<file path="config.mk">
export PLATFORM = sky130hd
export DESIGN_NAME = dm_cmd_seq
export DESIGN_NICKNAME = d
export VERILOG_FILES = /design/src/rtl/dm_pkg.sv /design/src/rtl/dm_cmd_decode.sv /design/src/rtl/dm_cmd_seq.sv
export SDC_FILE = /design/constraint.sdc
export NUM_CORES = 1
export LEC_CHECK = 0
export ABC_AREA = 1
export CAP_MARGIN = 0
export CORE_MARGIN = 4
export CORE_UTILIZATION = 47
export CTS_CLUSTER_SIZE = 25
export DETAILED_ROUTE_END_ITERATION = 10
export HOLD_SLACK_MARGIN = 0.08
export PLACE_DENSITY = 0.95
export SLEW_MARGIN = 30
export SYNTH_ARGS = -nofsm -noshare
export SYNTH_HDL_FRONTEND = slang
export SYNTH_SLANG_ARGS = --single-unit
export TNS_END_PERCENT = 10
</file>
<file path="constraint.sdc">
create_clock -name clk -period 3.25 [get_ports clk]
set_clock_uncertainty 0.2 [all_clocks]
set_input_delay 0.325 -clock clk [delete_from_list [all_inputs] [get_ports clk]]
set_output_delay 0.325 -clock clk [all_outputs]
set_load 0.05 [all_outputs]
</file>
<file path="src/rtl/dm_pkg.sv">
// Shared constants for the debug-module abstract command path: debug-ROM entry
// points, cmderr codes, special register numbers and the sequencer state encoding.
package dm_pkg;

    typedef enum logic [2:0] {
        CMDERR_NONE       = 3'd0,
        CMDERR_BUSY       = 3'd1,
        CMDERR_NOTSUP     = 3'd2,
        CMDERR_EXC        = 3'd3,
        CMDERR_HALTRESUME = 3'd4,
        CMDERR_OTHER      = 3'd7
    } cmderr_e;

    typedef enum logic [1:0] {
        ST_IDLE  = 2'd0,
        ST_ISSUE = 2'd1,
        ST_WAIT  = 2'd2
    } seq_state_e;

    localparam logic [7:0]  CMDTYPE_REG = 8'd0;
    localparam logic [7:0]  CMDTYPE_MEM = 8'd2;

    localparam logic [15:0] REGNO_S0  = 16'h1008;
    localparam logic [15:0] REGNO_S1  = 16'h1009;
    localparam logic [15:0] REGNO_DPC = 16'h07b1;
    localparam logic [15:0] REGNO_MAX = 16'h101f;

    // Debug-ROM program entry byte addresses, read / write variants.
    localparam logic [9:0] ENTRY_S0_RD  = 10'h13c;
    localparam logic [9:0] ENTRY_S0_WR  = 10'h100;
    localparam logic [9:0] ENTRY_S1_RD  = 10'h150;
    localparam logic [9:0] ENTRY_S1_WR  = 10'h114;
    localparam logic [9:0] ENTRY_GPR_RD = 10'h160;
    localparam logic [9:0] ENTRY_GPR_WR = 10'h128;
    localparam logic [9:0] ENTRY_DPC_RD = 10'h19c;
    localparam logic [9:0] ENTRY_DPC_WR = 10'h170;
    localparam logic [9:0] ENTRY_CSR_RD = 10'h1ac;
    localparam logic [9:0] ENTRY_CSR_WR = 10'h184;
    localparam logic [9:0] ENTRY_MEM_RD = 10'h1ec;
    localparam logic [9:0] ENTRY_MEM_WR = 10'h1d0;

    function automatic logic [9:0] pick_entry(input logic write,
                                              input logic [9:0] rd_addr,
                                              input logic [9:0] wr_addr);
        return write ? wr_addr : rd_addr;
    endfunction

endpackage

</file>
<file path="src/rtl/dm_cmd_decode.sv">
// Combinational abstract-command decode: legality check with first-match error
// priority, debug-ROM entry address and the register field patched into the ROM.
module dm_cmd_decode
    import dm_pkg::*;
(
    input  logic [7:0]  cmd_type,
    input  logic [2:0]  cmd_size,
    input  logic [15:0] cmd_regno,
    input  logic        cmd_write,
    input  logic        hart_halted,
    output logic [2:0]  dec_err,
    output logic [9:0]  dec_entry,
    output logic [11:0] dec_fix_reg
);

    always_comb begin
        // NOTE: every output gets a default first so no path can infer a latch.
        dec_err     = CMDERR_NONE;
        dec_entry   = '0;
        dec_fix_reg = '0;
        if (!hart_halted) begin
            dec_err = CMDERR_HALTRESUME;
        end else if (cmd_type == CMDTYPE_REG) begin
            if (cmd_size != 3'd2) begin
                dec_err = CMDERR_NOTSUP;
            end else if (cmd_regno > REGNO_MAX) begin
                dec_err = CMDERR_EXC;
            end else if (cmd_regno == REGNO_S0) begin
                dec_entry = pick_entry(cmd_write, ENTRY_S0_RD, ENTRY_S0_WR);
            end else if (cmd_regno == REGNO_S1) begin
                dec_entry = pick_entry(cmd_write, ENTRY_S1_RD, ENTRY_S1_WR);
            end else if (cmd_regno[15:12] == 4'h1) begin
                // Only 0x1000-0x101f survive the range check here: the GPR file.
                dec_entry   = pick_entry(cmd_write, ENTRY_GPR_RD, ENTRY_GPR_WR);
                dec_fix_reg = {7'd0, cmd_regno[4:0]};
            end else if (cmd_regno == REGNO_DPC) begin
                dec_entry = pick_entry(cmd_write, ENTRY_DPC_RD, ENTRY_DPC_WR);
            end else begin
                dec_entry   = pick_entry(cmd_write, ENTRY_CSR_RD, ENTRY_CSR_WR);
                dec_fix_reg = cmd_regno[11:0];
            end
        end else if (cmd_type == CMDTYPE_MEM) begin
            if (cmd_size > 3'd2) begin
                dec_err = CMDERR_NOTSUP;
            end else begin
                dec_entry = pick_entry(cmd_write, ENTRY_MEM_RD, ENTRY_MEM_WR);
            end
        end else begin
            dec_err = CMDERR_NOTSUP;
        end
    end

endmodule

</file>
<file path="src/rtl/dm_cmd_seq.sv">
// Abstract command sequencer: IDLE -> ISSUE -> WAIT, sticky cmderr, ROM patch fields.
// Optional WAIT timeout is built only when DM_CMD_TIMEOUT_EN is defined.
module dm_cmd_seq
    import dm_pkg::*;
#(
    parameter int TIMEOUT_CYC = 4096
) (
    input  logic        clk,
    input  logic        rst,
    input  logic        cmd_valid,
    input  logic [7:0]  cmd_type,
    input  logic [2:0]  cmd_size,
    input  logic [15:0] cmd_regno,
    input  logic        cmd_write,
    input  logic        cmd_transfer,
    input  logic [2:0]  cmderr_clr,
    input  logic        hart_halted,
    input  logic        hart_done,
    input  logic        hart_exception,
    output logic        go,
    output logic [9:0]  entry_addr,
    output logic [11:0] fix_reg,
    output logic [1:0]  fix_size,
    output logic        busy,
    output logic        cmd_ready,
    output logic [2:0]  cmderr
);

    if (TIMEOUT_CYC < 1) begin : g_bad_timeout
        $error("TIMEOUT_CYC must be at least 1");
    end

    seq_state_e  state;
    logic [2:0]  dec_err;
    logic [9:0]  dec_entry;
    logic [11:0] dec_fix_reg;
    logic        accept;
    logic        timeout_hit;
    logic [2:0]  cmderr_cleared;
    logic [2:0]  cmderr_set;
    logic [2:0]  cmderr_next;

    dm_cmd_decode u_decode (
        .cmd_type    (cmd_type),
        .cmd_size    (cmd_size),
        .cmd_regno   (cmd_regno),
        .cmd_write   (cmd_write),
        .hart_halted (hart_halted),
        .dec_err     (dec_err),
        .dec_entry   (dec_entry),
        .dec_fix_reg (dec_fix_reg)
    );

    assign accept    = cmd_valid && (state == ST_IDLE) && (cmderr == CMDERR_NONE);
    assign cmd_ready = (state == ST_IDLE);
    assign busy      = (state != ST_IDLE);

`ifdef DM_CMD_TIMEOUT_EN
    localparam int CNT_W = $clog2(TIMEOUT_CYC + 1);
    logic [CNT_W-1:0] wait_cnt;

    always_ff @(posedge clk) begin
        if (rst) begin
            wait_cnt <= '0;
        end else if (state == ST_ISSUE) begin
            wait_cnt <= '0;
        end else if (state == ST_WAIT) begin
            wait_cnt <= wait_cnt + 1'b1;
        end
    end

    assign timeout_hit = (state == ST_WAIT) && !hart_exception && !hart_done &&
                         (wait_cnt == CNT_W'(TIMEOUT_CYC - 1));
`else
    assign timeout_hit = 1'b0;
`endif

    // The clear mask acts first, so a set in the same cycle can land on a freshly cleared field.
    always_comb begin
        cmderr_cleared = cmderr & ~cmderr_clr;
        cmderr_set     = CMDERR_NONE;
        if (cmd_valid && (state != ST_IDLE)) begin
            cmderr_set = CMDERR_BUSY;
        end else if (accept) begin
            cmderr_set = dec_err;
        end else if ((state == ST_WAIT) && hart_exception) begin
            cmderr_set = CMDERR_EXC;
        end else if (timeout_hit) begin
            cmderr_set = CMDERR_OTHER;
        end
        cmderr_next = (cmderr_cleared == CMDERR_NONE) ? cmderr_set : cmderr_cleared;
    end

    always_ff @(posedge clk) begin
        if (rst) begin
            state      <= ST_IDLE;
            go         <= 1'b0;
            cmderr     <= CMDERR_NONE;
            entry_addr <= '0;
            fix_reg    <= '0;
            fix_size   <= '0;
        end else begin
            go     <= 1'b0;
            cmderr <= cmderr_next;
            unique case (state)
                ST_IDLE: begin
                    if (accept) begin
                        entry_addr <= dec_entry;
                        fix_reg    <= dec_fix_reg;
                        fix_size   <= cmd_size[1:0];
                        if (dec_err == CMDERR_NONE) begin
                            state <= ST_ISSUE;
                            go    <= cmd_transfer;
                        end
                    end
                end
                // go is high in ISSUE exactly when the command transfers.
                ST_ISSUE: state <= go ? ST_WAIT : ST_IDLE;
                ST_WAIT: begin
                    if (hart_exception || hart_done || timeout_hit) begin
                        state <= ST_IDLE;
                    end
                end
                default: state <= ST_IDLE;
            endcase
        end
    end

endmodule
</file>
* Word level (Yosys, flattened, before mapping)
Cells that the tools add are included.
Widths: inputs -> output; s select.
** Word-level totals
- Flip-flop bits (word level) :: 30
- Bits in latches :: 0
- Memory bits (writable) :: 0
- Bits in read-only memories :: 0
- Input port bits :: 38
- Output and inout bits :: 30
- Word-level logic and storage cells :: 77
- Memories kept :: 0
** Operators by class
- Add/sub/neg operators :: 0
- Multiply operators :: 0
- Divide/modulo/power cells :: 0
- Order comparisons :: 2
- Equality and inequality tests :: 11
- Shift-type cells :: 0
- Multiplexer cells :: 39
- Bitwise operators :: 5
- Reductions and logical operators :: 14
** Operators by type and width (number)
- $mux 10 :: 10
- $mux 12 :: 8
- $eq 16x13->1 const B :: 2
- $mux 3 :: 6
- $mux 6 :: 3
- $eq 16x11->1 const B :: 1
- $gt 16x13->1 const B :: 1
- $mux 2 :: 8
- $mux 7 :: 2
- $logic_not 3->1 :: 3
- $eq 8x2->1 const B :: 1
- $logic_not 8->1 :: 1
- $mux 8 :: 1
- $ne 2x1->1 const B :: 3
- $pmux 2 s3 :: 1
- $eq 4x1->1 const B :: 1
- $logic_and 1x1->1 :: 4
- $reduce_or 4->1 :: 1
- $and 3x3->3 :: 1
- $gt 3x2->1 const B :: 1
- $ne 3x2->1 const B :: 1
- $not 1->1 :: 3
- $not 3->3 :: 1
- $reduce_and 3->1 :: 1
- 6 further kinds :: 6

* Logic depth before layout (Yosys ltp)
Gate-level depths: netlist of the first run.
- Depth after elaboration :: 9
- Mapped depth :: 13
- Gate-level depth less buffers :: 13

* Hierarchy
Synthesis of the first run repeated with hierarchy kept, for this count alone.
** Second synthesis, totals
- Cell total of the unflattened synthesis :: 291
- Area, all modules :: 1959.4 µm²
** Modules (own cells, without submodules)
- dm_cmd_seq :: instances 1, cells an instance 150, area each 1214.9 µm², sequential area each 600.6 µm²
- dm_cmd_decode :: instances 1, cells an instance 141, area each 744.5 µm², sequential area each 0.0 µm²

* Least setup slack after synthesis of the first run
No wires, ideal clock.
- Path kind :: input port to flip-flop
- Start :: in cmd_regno[13]
- End :: reg entry_addr[5]
- Library setup time :: 0.071 ns
- Arrival :: 1.530 ns
- Data required time :: 2.979 ns
- Setup slack :: 1.449 ns
- Stages :: 11
- Path buffers :: 0
- Cells stage by stage :: inv_1 > nand2_1 > nor3_1 > nand3_1 > nor3_1 > ha_1 > a22oi_1 > nand2_1 > nand2_1 > nand2_1 > a21oi_1
** Between the ends
- Word-level cells in the longest chain between the ends :: 9
- Elaborated cells on any way between the ends :: 13
- Those cells by class :: 1 x order compare; 4 x eq/ne; 8 x mux
** RTL lines
- start, declared :: line dm_cmd_seq.sv:13 : input logic [15:0] cmd_regno,
- $eq 16x11->1 :: line dm_cmd_decode.sv:36 : end else if (cmd_regno == REGNO_DPC) begin
- $mux 10 :: line dm_cmd_decode.sv:36
- $mux 10 :: line dm_cmd_decode.sv:32 : end else if (cmd_regno[15:12] == 4'h1) begin
- $mux 10 :: line dm_cmd_decode.sv:30 : end else if (cmd_regno == REGNO_S1) begin
- $mux 10 :: line dm_cmd_decode.sv:28 : end else if (cmd_regno == REGNO_S0) begin
- $mux 10 (*) :: line dm_cmd_decode.sv:26 : end else if (cmd_regno > REGNO_MAX) begin
- $mux 10 (*) :: line dm_cmd_decode.sv:24 : if (cmd_size != 3'd2) begin
- $mux 10 (*) :: line dm_cmd_decode.sv:23 : end else if (cmd_type == CMDTYPE_REG) begin
- $mux 10 (*) :: line dm_cmd_decode.sv:21 : if (!hart_halted) begin
- end signal, assigned :: line dm_cmd_seq.sv:108 : entry_addr <= dec_entry;
- end, declared :: line dm_cmd_seq.sv:21 : output logic [9:0] entry_addr,
Mark *: on every way between the ends. The rest lies on a longest branch, timed or not.
A chain may end at the register's enable or synchronous reset.

* Final worst setup path of the first run
- Start :: in cmd_regno[12]
- End :: reg entry_addr[5]
The elaborated chain is that of the path after synthesis.

==> results of run 1 <==
[cell usage after synthesis (2+ instances only)]
| master | instances | area, um^2 |
|---|---|---|
| or2_2 | 2 | 12.5 |
| dfxtp_1 | 27 | 541 |
| nand3_1 | 21 | 105 |
| clkbuf_1 | 4 | 15.0 |
| nand2_2 | 3 | 18.8 |
| nand2_1 | 72 | 270 |
| nor3_1 | 6 | 30.0 |
| nor2_1 | 32 | 120 |
| buf_4 | 3 | 22.5 |
| ha_1 | 2 | 25.0 |
| nand3_4 | 2 | 35.0 |
| nand4_1 | 13 | 81.3 |
| nand3_2 | 3 | 30.0 |
| inv_1 | 34 | 128 |
| a21oi_2 | 3 | 26.3 |
| a21oi_1 | 25 | 125 |
| nor2_4 | 6 | 67.6 |
[stage by stage]
| step | cells | util [%] |
|---|---|---|
| 6_report | 381 | 68.2 |
| 4_1_cts | 381 | 68.2 |
| 5_1_grt | 381 | 68.2 |
| 3_3_place_gp | 377 | 66.9 |
| 3_5_place_dp | 377 | 66.9 |
| 2_1_floorplan | 273 | - |
[placed cells by master, fill, tap and decap left out, types with 2 or more instances in the layout]
cell type,instances
a21oi_1,25
clkdlybuf4s50_1,64
nor2_1,32
clkbuf_8,3
conb_1,3
nand2_2,3
nand3_4,2
nand3_2,3
a21oi_2,3
buf_4,2
nand2_1,72
inv_1,34
nor3_1,6
nor2_4,6
nand4_1,13
ha_1,2
nand3_1,21
or2_2,2
dfxtp_1,27
[logic make-up (layout without fill, tap and decap cells)]
group / Yosys count / after routing / share of synthesized area, %
DFF: 27 / 27 / 30.6
adders and majority gates: 2 / 2 / 1.42
AOI/OAI and AO/OA: 32 / 32 / 10.6
buffers and inverters: 45 / 105 / 10.7
and+or+nand+nor: 164 / 164 / 46.5
other: 1 / 3 / 0.212
[power groups by stage]
stage	combinational, mW	clock, mW	sequential (mW)
2_1_floorplan	0.0697	0	0.355
3_3_place_gp	0.148	0	0.343
3_5_place_dp	0.150	0	0.343
4_1_cts	0.151	0.196	0.336
5_1_grt	0.166	0.213	0.336
6_report	0.152	0.192	0.336
[routing by layer]
layer | wire [um] | vias up | part of all wire, %
li1 | - | 990 | -
met1 | 2010 | 848 | 44
met2 | 2210 | 58 | 49
met3 | 266 | 7 | 5.9
met4 | 49 | 0 | 1.1
met5 | 0 | - | 0
[path summary, 6_finish.rpt]
check	cells after the start	from	slack, ns	end
max	12	cmd_regno[12]	0.99	entry_addr[5]$_SDFFE_PP0P_
min	2	fix_reg[3]$_SDFFE_PP0P_	0.27	fix_reg[3]$_SDFFE_PP0P_
max reg2reg	10	cmderr[1]$_SDFF_PP0_	1.18	entry_addr[3]$_SDFFE_PP0P_
min reg2reg	2	fix_reg[3]$_SDFFE_PP0P_	0.27	fix_reg[3]$_SDFFE_PP0P_
[critical path, stage by stage]
cell and delay, ns:
clkdlybuf4s50_1 0.51, inv_2 0.10, nand2_1 0.07, nor3_1 0.16, nand3_1 0.10, nor3_1 0.25, ha_1 0.29, a22oi_1 0.17
nand2_1 0.07, nand2_1 0.06, nand2_1 0.05, a21oi_1 0.12
[area by class of cell]
class	count	area, um^2	area share (%)
Inverter	35	131	5.30
Multi-Input combinational cell	201	1040	42.2
Tap cell	48	60.1	2.42
Clock buffer	4	45.0	1.82
Timing Repair Buffer	66	656	26.5
Sequential cell	27	541	21.8
==> impl_metrics.csv, run 1 <==
group,metric,value,unit
drt,firstDrtPassIters,4,
global_route,gr-usage-met1,23.0,%
clock_network,htreeDepth,1,
synth,async_reset_ff_share,0,%
cells_and_area,fin_area,2480,um^2
placement,routabilityCongestion,0.905,
critical_path,cp-start-kind,"primary input",
placement,dp_slack,0.718,ns
clock_network,post_cts_resized,0,
drt,drc,0,
pwr,combPwrFrac,22.3,%
pwr,power_frac_clock,28.3,%
clock_network,cts_buffers,3,
timing,fin_crit_sh,69.6,%
synth,synth-warning-count,0,
timing,rsz0062_at_grt,"false",
global_route,grt_pass1_vias,1803,
job,drv_cap,0,
outcome,status,"finished clean",
pwr,swShare,28.4,%
floorplanning,die_h,69.3,um
cells_and_area,nNetsFinal,374,
cells_and_area,final_layout_size_suffix_gt1_share,9.01,%
clock_network,clk_path_buf_depth,2,
global_route,grt_max_degree,24,
clock_network,tritoncts,"built",
min_path,hold_path.class,"reg2reg",
synth,synth-edff-count,0,
synth,yosys.cell_types.count,30,
timing,hold_viol_final,0,
timing,maxSlewViolCount,0,
drt,wl_per_cell,11.9,um
clock_network,clk-insertion-delay-late,0.27,ns
drt,via_per_inst,4.99,
floorplanning,rows,22,
drt,drt_iter0_drc,95,
clock_network,cts_hold_buf,0,
cells_and_area,area_growth,40.2,%
timing,worstMarginPinSlew,0.655,ns
clock_network,clock-sinks,27,
floorplanning,initial_core_util,48.6,%
floorplanning,die_w,69.3,um
pwr,cellPowerDensity,274,nW/um^2
synth,ys_ff_latch,27,
floorplanning,boundaryPins,68,
drt,dr_total_vias,1903,
critical_path,crit_path_max_fanout,4,
drt,totalWireLength,4540,um
global_route,grt_usage,19.1,%
global_route,grt_util_met3,3.91,%
global_route,antenna_found_initial,0,
pwr,power,0.679,mW
floorplanning,die-area,4800,um^2
timing,hold_ws,0.270,ns
pwr,p_int,0.486,mW
timing,slew_headroom,56.2,%
critical_path,arrival,2.28,ns
clock_network,root_buffer,"clkbuf_8",
drt,drtAntennaViolNets,0,
pwr,p_leak,1.02,nW
placement,dp_hpwl,3670,um
critical_path,crit_type,"in2reg",
synth,synth_cells,271,
timing,fin_setup_tns,0,ns
global_route,grtUsageMet2,33.6,%
critical_path,critPathCaptureType,"flip-flop",
timing,setup_viol,0,
pwr,ir_drop,165,uV
global_route,top_usage_layer,"met2",
pwr,sequentialPowerShare,49.4,%
clock_network,clkSlewWorstSetupHoldPaths,0.09,ns
timing,max_clock_freq,442,MHz
global_route,overflow,0,
pwr,switchingPower,0.193,mW
cells_and_area,fill_cells,320,
timing,worst_slack,0.987,ns
global_route,grt_pass1_wl,7750,um
floorplanning,core_area,3630,um^2
critical_path,critPathRequiredTime,3.26,ns
cells_and_area,largest_reg_flops,12,
synth,synth_area_per_cell,6.52,um^2
synth,netlist_area,1770,um^2
synth,synthFlopType,"dfxtp_1",
synth,ys_seq_area_share,30.6,%
clock_network,postCtsSetupBuffers,0,
placement,io_buffers,64,
cells_and_area,diodes,0,
timing,min_period,2.26,ns
placement,dpl_cell_area,2430,um^2
(Power assumes the default switching activity.)
==> inputs of run 2 (changes only) <==
Settings changed: CORE_UTILIZATION 47 to 44, PLACE_DENSITY 0.95 to 0.91.
Clock period 3.25 ns to 2.3 ns, I/O delays scaled along.
==> run 2 against run 1 <==
Compared with the run above: sequential power increased by 41%; first-iteration DRC count rose by 18%; flip-flop and latch count is the same; routed wire length is 6.0% higher; core utilization is 0.27 points lower; critical path depth is 9 lower; die area rose by 6.0%; count of clock-buffer cells in the layout down 1; design area increased by 3.4%; worst setup slack got worse by 0.72 ns; combinational power grew 51%; global-route usage is 0.27 points lower; critical endpoint is now busy; largest power group unchanged.
==> impl_metrics.csv, run 2 (same netlist as run 1, synthesis figures left out) <==
group,metric,value,unit
outcome,status,"finished clean",
min_path,hold_path.class,"reg2reg",
floorplanning,core_area,3770,um^2
cells_and_area,area_growth,45.0,%
global_route,grt_pass1_wl,7980,um
timing,min_period,2.04,ns
critical_path,arrival,1.61,ns
critical_path,rr_worst_depth,9,
global_route,antenna_found_initial,0,
clock_network,clk-insertion-delay-late,0.28,ns
critical_path,rr_endpoint,"entry_addr[3]$_SDFFE_PP0P_",
clock_network,clock-sinks,27,
pwr,ir_drop,338,uV
pwr,p_int,0.697,mW
clock_network,clk_path_buf_depth,2,
pwr,combPwrFrac,23.1,%
critical_path,crit_cells,3,
critical_path,reg2reg_slack,0.66,ns
timing,setup_viol,0,
clock_network,post_cts_resized,0,
critical_path,path_buf_inv,2,
critical_path,crit_chain,"nor2_4, inv_1, clkdlybuf4s50_1",
cells_and_area,nNetsFinal,384,
drt,drt_iter0_drc,112,
pwr,switchingPower,0.295,mW
cells_and_area,fin_util,67.9,%
pwr,power_frac_clock,29.1,%
timing,slew_headroom,63.1,%
critical_path,critPathSlowestCell,"clkdlybuf4s50_1",
pwr,cellPowerDensity,387,nW/um^2
global_route,grt_max_degree,23,
cells_and_area,final_layout_size_suffix_gt1_share,12.2,%
timing,max_clock_freq,491,MHz
placement,routabilityCongestion,0.888,
global_route,overflow,0,
drt,via_per_inst,5.01,
cells_and_area,fin_cells,391,
pwr,power,0.992,mW
timing,worstMarginPinSlew,0.551,ns
critical_path,cp-start-kind,"flip-flop",
clock_network,clkSlewWorstSetupHoldPaths,0.10,ns
pwr,p_leak,1.07,nW
critical_path,critPathLaunch,"state[0]$_SDFFE_PP0P_",
critical_path,critPathCaptureType,"primary output",
clock_network,postCtsSetupBuffers,0,
drt,totalWireLength,4810,um
pwr,swShare,29.7,%
clock_network,htreeDepth,1,
floorplanning,initial_core_util,46.8,%
floorplanning,die_w,71.4,um
critical_path,r2r-start,"cmderr[1]$_SDFF_PP0_",
timing,maxSlewViolCount,0,
clock_network,cts_buffers,3,
critical_path,crit_type,"reg2out",
floorplanning,die-area,5090,um^2
cells_and_area,diodes,0,
cells_and_area,final_cell_mix,"nand2_1, clkdlybuf4s50_1, inv_1, nor2_1, dfxtp_1",
clock_network,root_buffer,"clkbuf_8",
timing,hold_viol_final,0,
cells_and_area,final_common_cell,"nand2_1",
critical_path,crit_path_max_incr_delay,0.79,ns
floorplanning,boundaryPins,68,
critical_path,critPathRequiredTime,1.87,ns
floorplanning,rows,22,
cells_and_area,largest_reg_flops,12,
drt,dr_total_vias,1958,
clock_network,cts_hold_buf,0,
timing,rsz0062_at_grt,"false",
drt,wl_per_cell,12.3,um
drt,firstDrtPassIters,4,
pwr,sequentialPowerShare,47.8,%
critical_path,crit_path_max_fanout,4,
clock_network,tritoncts,"built",
placement,io_buffers,64,
placement,placed_cells,387,
placement,dp_hpwl,3820,um
timing,fin_setup_tns,0,ns
drt,drc,0,
drt,drtAntennaViolNets,0,
timing,fin_crit_sh,88.5,%
timing,hold_ws,0.270,ns
critical_path,cp_top_family,"buffers and inverters",
global_route,grt_usage,18.8,%
job,drv_cap,0,
global_route,grt_pass1_vias,1924,
floorplanning,die_h,71.4,um
critical_path,worstSetupEndpoint,"busy",
-- run 2: cell count changes in the layout (fill, tap and decap cells not counted) --
cell | before | now
clkinvlp_4 | 0 | 1
nor3_1 | 6 | 5
buf_4 | 2 | 12
clkbuf_1 | 1 | 0
nor3_2 | 0 | 1
-- run 2: cell type report --
class                           instances  area [um^2]
Fill cell                             323         1210
Multi-Input combinational cell        201         1050
Timing Repair Buffer                   76          731
Sequential cell                        27          541
Inverter                               35          131
Tap cell                               48         60.1
Clock buffer                            3         41.3
Clock inverter                          1         7.51
-- run 2: worst min path at each step --
stage	startpoint	end	slack [ns]	cells after the start
after CTS	fix_reg[8]$_SDFFE_PP0P_	fix_reg[8]$_SDFFE_PP0P_	0.27	2
after floorplan	cmd_size[0]	fix_size[0]$_SDFFE_PP0P_	0.17	2
after global placement	fix_reg[9]$_SDFFE_PP0P_	fix_reg[9]$_SDFFE_PP0P_	0.25	2
final	fix_reg[10]$_SDFFE_PP0P_	fix_reg[10]$_SDFFE_PP0P_	0.27	2
after detailed placement	fix_reg[8]$_SDFFE_PP0P_	fix_reg[8]$_SDFFE_PP0P_	0.26	2
after global routing	fix_reg[4]$_SDFFE_PP0P_	fix_reg[4]$_SDFFE_PP0P_	0.30	2
-- run 2: power groups by stage --
stage                     Sequential [mW]  Combinational, mW  Clock [mW]
final                               0.474              0.229       0.289
after global routing                0.475              0.247       0.305
after CTS                           0.474              0.228       0.288
after detailed placement            0.485              0.226           0
after global placement              0.485              0.222           0
after floorplan                     0.501             0.0984           0
-- run 2: layer usage --
layer	vias to the layer above	track usage [%]	wire length, um
li1	1008	-	-
met1	868	22.4	2070
met4	0	7.52	138
met2	68	32.9	2300
met3	14	3.79	296
met5	-	0	0
-- run 2: per-stage QoR --
stage                     setup slack [ns]  instance area [um^2]
after global placement              0.0178                  2510
after floorplan                      0.545                  1770
after CTS                            0.191                  2560
after detailed placement           -0.0899                  2510
final                                0.264                  2560
after global routing                0.0367                  2560
-- run 2: worst reg2reg max path: stages (launching register included) --
cell	delay (ns)
dfxtp_1	0.32
inv_1	0.06
nand2_1	0.05
nor2_1	0.11
nand3_2	0.12
nor2_4	0.19
o21ai_1	0.10
a21oi_1	0.21
nand2_1	0.09
a21oi_1	0.13
==> inputs of run 3 (changes only) <==
Settings changed: CTS_CLUSTER_SIZE 25 to default.
==> results of run 3 <==
Final layout, timing and power as in run 2 (identical DEF).
